### src/rtl/cpu_pkg.sv
// Shared types and constants for the CPU memory-port arbiter slice.
package cpu_pkg;

    localparam int ADDR_W_DEF = 16;
    localparam int DATA_W_DEF = 16;
    localparam logic [15:0] HALT_OPCODE = 16'hF000;

    typedef enum logic [1:0] {
        ST_IDLE   = 2'd0,
        ST_FETCH  = 2'd1,
        ST_DATA   = 2'd2,
        ST_HALTED = 2'd3
    } arb_state_e;

    function automatic logic is_halt_opcode(input logic [15:0] instr);
        return (instr == HALT_OPCODE);
    endfunction

endpackage

### src/rtl/arb_burst_ctr.sv
// Saturating count of data grants made while a fetch is waiting.
module arb_burst_ctr #(
    parameter int MAX_BURST = 4
) (
    input  logic clk,
    input  logic rst,
    input  logic clr_i,
    input  logic inc_i,
    output logic at_max_o
);

    localparam int CW = $clog2(MAX_BURST + 1);

    logic [CW-1:0] cnt_q;
    logic [CW-1:0] cnt_d;

    // Next count: clear wins, otherwise count up and hold at the ceiling
    always_comb begin
        cnt_d = cnt_q;
        if (clr_i) begin
            cnt_d = {CW{1'b0}};
        end else if (inc_i && (cnt_q != CW'(MAX_BURST))) begin
            cnt_d = cnt_q + CW'(1);
        end else begin
            cnt_d = cnt_q;
        end
    end

    // Counter register
    always_ff @(posedge clk or posedge rst) begin
        if (rst) begin
            cnt_q <= {CW{1'b0}};
        end else begin
            cnt_q <= cnt_d;
        end
    end

    assign at_max_o = (cnt_q == CW'(MAX_BURST));

endmodule

### src/rtl/mem_port_arbiter.sv
// Arbitrates one single-ported memory between instruction fetch and data
// accesses, one access in flight, with fetch starvation relief and halt.
module mem_port_arbiter
    import cpu_pkg::*;
#(
    parameter int ADDR_W    = ADDR_W_DEF,
    parameter int DATA_W    = DATA_W_DEF,
    parameter int MAX_BURST = 4
) (
    input  logic              clk,
    input  logic              rst,
    input  logic              if_req,
    input  logic [ADDR_W-1:0] if_addr,
    output logic [DATA_W-1:0] if_rdata,
    output logic              if_done,
    input  logic              dm_re,
    input  logic              dm_we,
    input  logic [ADDR_W-1:0] dm_addr,
    input  logic [DATA_W-1:0] dm_wdata,
    output logic [DATA_W-1:0] dm_rdata,
    output logic              dm_done,
    input  logic              halt,
    output logic              mem_en,
    output logic              mem_we,
    output logic [ADDR_W-1:0] mem_addr,
    output logic [DATA_W-1:0] mem_wdata,
    input  logic [DATA_W-1:0] mem_rdata,
    input  logic              mem_ready,
    output logic              stall,
    output logic              halted,
    output logic              protocol_err
);

    arb_state_e        state_q, state_d;
    logic              halt_q, halt_d;
    logic              ret_halt_q, ret_halt_d;
    logic              mem_en_q, mem_en_d;
    logic              mem_we_q, mem_we_d;
    logic [ADDR_W-1:0] mem_addr_q, mem_addr_d;
    logic [DATA_W-1:0] mem_wdata_q, mem_wdata_d;
    logic [DATA_W-1:0] if_rdata_q, if_rdata_d;
    logic [DATA_W-1:0] dm_rdata_q, dm_rdata_d;
    logic              if_done_q, if_done_d;
    logic              dm_done_q, dm_done_d;
    logic              perr_q, perr_d;
    logic              halted_q, halted_d;

    logic dm_req_s;
    logic if_req_s;
    logic at_max_s;
    logic grant_fetch_s;
    logic grant_data_s;
    logic port_free_s;

    assign dm_req_s    = dm_re | dm_we;
    assign if_req_s    = if_req & ~halt_q;
    assign port_free_s = (state_q == ST_IDLE) || (state_q == ST_HALTED);

    // Grant selection: data first unless the fetch side has been starved
    always_comb begin
        grant_fetch_s = 1'b0;
        grant_data_s  = 1'b0;
        if (port_free_s) begin
            if (dm_req_s && !(if_req_s && at_max_s)) begin
                grant_data_s = 1'b1;
            end else if (if_req_s) begin
                grant_fetch_s = 1'b1;
            end else begin
                grant_data_s = 1'b0;
            end
        end else begin
            grant_fetch_s = 1'b0;
        end
    end

    arb_burst_ctr #(
        .MAX_BURST(MAX_BURST)
    ) u_burst_ctr (
        .clk     (clk),
        .rst     (rst),
        .clr_i   (grant_fetch_s | ~if_req),
        .inc_i   (grant_data_s & if_req),
        .at_max_o(at_max_s)
    );

    // Next-state and registered-output logic
    always_comb begin
        state_d     = state_q;
        halt_d      = halt_q | halt;
        ret_halt_d  = ret_halt_q;
        mem_en_d    = mem_en_q;
        mem_we_d    = mem_we_q;
        mem_addr_d  = mem_addr_q;
        mem_wdata_d = mem_wdata_q;
        if_rdata_d  = if_rdata_q;
        dm_rdata_d  = dm_rdata_q;
        if_done_d   = 1'b0;
        dm_done_d   = 1'b0;
        perr_d      = 1'b0;
        case (state_q)
            ST_IDLE, ST_HALTED: begin
                // Remember where to go back to once this access finishes
                ret_halt_d = (state_q == ST_HALTED);
                if (grant_data_s) begin
                    state_d     = ST_DATA;
                    mem_en_d    = 1'b1;
                    mem_we_d    = dm_we;
                    mem_addr_d  = dm_addr;
                    mem_wdata_d = dm_wdata;
                    perr_d      = dm_re & dm_we;
                end else if (grant_fetch_s) begin
                    state_d     = ST_FETCH;
                    mem_en_d    = 1'b1;
                    mem_we_d    = 1'b0;
                    mem_addr_d  = if_addr;
                    mem_wdata_d = {DATA_W{1'b0}};
                end else if (halt_q) begin
                    state_d = ST_HALTED;
                end else begin
                    state_d = ST_IDLE;
                end
            end
            ST_FETCH, ST_DATA: begin
                if (mem_ready) begin
                    state_d  = ret_halt_q ? ST_HALTED : ST_IDLE;
                    mem_en_d = 1'b0;
                    mem_we_d = 1'b0;
                    if (state_q == ST_FETCH) begin
                        if_done_d  = 1'b1;
                        if_rdata_d = mem_rdata;
                    end else begin
                        dm_done_d = 1'b1;
                        if (!mem_we_q) begin
                            dm_rdata_d = mem_rdata;
                        end else begin
                            dm_rdata_d = dm_rdata_q;
                        end
                    end
                end else begin
                    state_d = state_q;
                end
            end
            default: begin
                state_d = ST_IDLE;
            end
        endcase
        halted_d = (state_d == ST_HALTED);
    end

    // State and output registers; reset abandons any access in flight
    always_ff @(posedge clk or posedge rst) begin
        if (rst) begin
            state_q     <= ST_IDLE;
            halt_q      <= 1'b0;
            ret_halt_q  <= 1'b0;
            mem_en_q    <= 1'b0;
            mem_we_q    <= 1'b0;
            mem_addr_q  <= {ADDR_W{1'b0}};
            mem_wdata_q <= {DATA_W{1'b0}};
            if_rdata_q  <= {DATA_W{1'b0}};
            dm_rdata_q  <= {DATA_W{1'b0}};
            if_done_q   <= 1'b0;
            dm_done_q   <= 1'b0;
            perr_q      <= 1'b0;
            halted_q    <= 1'b0;
        end else begin
            state_q     <= state_d;
            halt_q      <= halt_d;
            ret_halt_q  <= ret_halt_d;
            mem_en_q    <= mem_en_d;
            mem_we_q    <= mem_we_d;
            mem_addr_q  <= mem_addr_d;
            mem_wdata_q <= mem_wdata_d;
            if_rdata_q  <= if_rdata_d;
            dm_rdata_q  <= dm_rdata_d;
            if_done_q   <= if_done_d;
            dm_done_q   <= dm_done_d;
            perr_q      <= perr_d;
            halted_q    <= halted_d;
        end
    end

    assign mem_en       = mem_en_q;
    assign mem_we       = mem_we_q;
    assign mem_addr     = mem_addr_q;
    assign mem_wdata    = mem_wdata_q;
    assign if_rdata     = if_rdata_q;
    assign dm_rdata     = dm_rdata_q;
    assign if_done      = if_done_q;
    assign dm_done      = dm_done_q;
    assign protocol_err = perr_q;
    assign halted       = halted_q;
    assign stall        = (if_req & ~halt_q & ~if_done_q) | (dm_req_s & ~dm_done_q);

endmodule

### config.mk
export PLATFORM = sky130hd
export DESIGN_NAME = mem_port_arbiter
export DESIGN_NICKNAME = d
export VERILOG_FILES = /design/src/rtl/cpu_pkg.sv /design/src/rtl/arb_burst_ctr.sv /design/src/rtl/mem_port_arbiter.sv
export SDC_FILE = /design/constraint.sdc
export NUM_CORES = 1
export LEC_CHECK = 0
export CAP_MARGIN = 20
export CORE_MARGIN = 1
export CORE_UTILIZATION = 47
export DETAILED_ROUTE_END_ITERATION = 7
export GPL_ROUTABILITY_DRIVEN = 0
export PLACE_DENSITY_LB_ADDON = 0.25
export RECOVER_POWER = 25
export REMOVE_ABC_BUFFERS = 1
export SLEW_MARGIN = 20
export SYNTH_ARGS = -nofsm -noshare
export SYNTH_HDL_FRONTEND = slang
export SYNTH_SLANG_ARGS = --single-unit
export TNS_END_PERCENT = 1
### constraint.sdc
create_clock -name clk -period 4.35 [get_ports clk]
set_clock_uncertainty 0.15 [all_clocks]
set_input_delay 0.87 -clock clk [delete_from_list [all_inputs] [get_ports clk]]
set_output_delay 0.87 -clock clk [all_outputs]
set_load 0.005 [all_outputs]
==> run metrics <==
nets=between 400 and 500; Antenna Nets Post-Route=0; Clock Latency Late Sink=340 ps; CTS tree=done; Post-synth top flop=dfrtp_1; Slew HR=0.0937; crit end category=output pin; worst vdd ir=0.323 mV; synth top area cells=dfrtp_1, mux2_2, mux2_4; vias in the first global route=2472; TNS Setup=0 ps; Clk pwr share=0.166; Worst path top cell family by delay=buffers and inverters; crit path buf inv count=3; setup ws final=959 ps; Avg Cell Area, Syn=13.8 um^2; Synth top cells by count=dfrtp_1, mux2_2, inv_1, mux2_4, nand2_1; Post-Syn Area=3480 um^2; Num Clock Sinks=77; CTS HTree Levels=3; Worst-Margin Slew=1360 ps; global-route wire length before repair=12000 um; post-synth top area share=0.553; Slew Limit Fails=0; total congestion overflow=0; drt wl/cell=15.5 um; worst-path fanout max=5; Setup Viol. Count Final=0; Die Span Y=88.1 um; Port Buffers=141; Worst R2R Path Depth=6; Die X=slightly below 90 um; Post-synth EDFFs=0; hold crit path type=flip-flop to flip-flop; Pwr per Cell Area=704 nW/um^2; RR Startpoint=state_q[0]; post-CTS repair timing setup buffer count=0; Combinational Power Share=0.487; largest net degree at the start of global routing=43; Final Hold Viols=0; IO Pins=142; First-pass DRT Iterations=4; Post-synth ARST share=1.00; Yosys top cell by area=dfrtp_1; slowest stage delay, CP=a little under 600 ps; Clock Tree Buf Depth=2; WP data arrival=2370 ps; register bit count reported by yosys=between 70 and 80; Pint=0.00259 W; cells after synthesis=253; Finished Layout Cells=502; status=complete, no violations; clock root cell=clkbuf_8; initial antenna violation count=0; Seq/Total Area, Yosys=0.553; switching pwr=between 0.001 and 0.0015 W; Worst path slowest cell=clkdlybuf4s50_1; DRC errors left=0; layout cells sized above 1=0.226; DR iter-0 viols=96; CTS-repair resized insts=0; total core area=just over 7000 um^2; total track usage=0.207; R2R setup slack=~1900 ps; max cap viols=0; clock slew at reported path FFs=80 ps; die area=7760 um^2; Fillers=509; synth warn=0; Final HPWL DP=5570 um; Lkg Pwr=roughly 2.4 nW; Critical Path RT=3330 ps; total wire length=7810 um; DP Worst Slack=948 ps; vias=2465; Peak Freq=295 MHz; # diodes=0; most frequent CP cell=clkdlybuf4s50_1; starting density of the core=0.483; CP Cell Sequence=clkdlybuf4s50_1 -> inv_1 -> o32ai_1 -> clkdlybuf4s50_1; Worst Hold Path Cells=1; min-delay src=if_rdata[5]; Reg-to-Reg End=mem_wdata[3]; CTS Hold Bufs=0; Core Rows=31; TritonCTS Buffers=9; cell count after placement=486; switch share=0.289; Via density=4.91; sequential fraction of design power=0.348; most frequent cell after synthesis=dfrtp_1; Synth cell types=33; CP Class=input port to output pin; fin crit share=0.780; CP Launch Type=input port; Hold Path End=if_rdata[5]; RSZ-0062 raised after global routing=false; Area growth syn-to-layout=48.4%; Final min period=3390 ps
## routing by layer
layer	vias up	routed length [um]	GRT usage
li1	1143	-	-
met1	1235	3150	0.246
met2	72	4150	0.359
met3	15	346	0.0509
met4	0	163	0.0880
met5	-	0	0
## layout make-up
cell class                 instances  area (um^2)  share of cell area
tap                               99          124              0.0240
multi-input combinational        143         1380               0.267
clock buffer                      11          141              0.0273
timing repair buffer             143         1420               0.275
clock inverter                     5         83.8              0.0162
inverter                          24         90.1              0.0174
sequential                        77         1930               0.373
## kinds of logic (layout without fill, tap and decap cells)
logic type / count (synthesis) / count (layout) / share of synthesized area
compound gates: 17 / 17 / 0.0294
flops: 77 / 77 / 0.553
fa+ha+maj: 5 / 5 / 0.0180
buf+inv: 33 / 183 / 0.0510
mux: 83 / 83 / 0.286
simple gates: 38 / 38 / 0.0625
## cells in the final DEF, fill, tap and decap left out, drive strengths merged, types with 2 or more instances in the layout
cell type      netlist  layout
a211oi               2       2
a21oi                6       6
bufinv               0       2
clkbuf               1      12
clkdlybuf4s50        0     138
clkinvlp             0       2
dfrtp               77      77
dlygate4sd3          0       3
ha                   5       5
inv                 24      24
mux2                67      67
mux2i               16      16
nand2               20      20
nand2b               2       2
nand3b               2       2
nor2                 4       4
nor3                 2       2
o21ai                5       5
or2                  2       2
## worst register-to-register path, stage by stage, from the launching register on
cell and delay [ps]:
dfrtp_1 400, inv_1 60, ha_1 480, o21a_2 260, nand2_2 490, buf_4 410
mux2i_1 120
## sequential cells by signal, summed over array words and instances, names as in the netlist
signal and count:
halt_q 1, mem_addr 16, halted 1, mem_wdata 16, if_rdata 16, ret_halt_q 1
state_q 2, u_burst_ctr.cnt_q 3, mem_we 1, if_done 1, mem_en 1, dm_done 1
protocol_err 1, dm_rdata 16
## worst max-delay path by stage
stage | slack (ps) | cells after the start | to | start
global route | 710 | 3 | if_rdata[1] | rst
detailed placement | 950 | 4 | stall | if_req
floorplan | 1360 | 1 | dm_done | rst
CTS | 950 | 4 | stall | if_req
global placement | 1040 | 4 | stall | if_req
finish | 960 | 4 | stall | if_req
## metrics by stage
stage / utilization / hold slack, ps / instance area (um^2) / power [W]
after floorplan: - / 349 / 3400 / 0.00215
after global placement: 0.687 / 339 / 4960 / 0.00301
after detailed placement: 0.687 / 342 / 4960 / 0.00306
after CTS: 0.719 / 366 / 5180 / 0.00368
after global routing: 0.717 / 375 / 5170 / 0.00386
final: 0.717 / 359 / 5170 / 0.00364
## power by group through the flow
stage,Combinational (W),Sequential (W),Clock [W]
floorplan,0.000865,0.00128,0
global placement,0.00175,0.00126,0
detailed placement,0.00179,0.00127,0
CTS,0.00180,0.00127,0.000619
global route,0.00191,0.00131,0.000647
finish,0.00177,0.00126,0.000603
(Power assumes the default switching activity.)
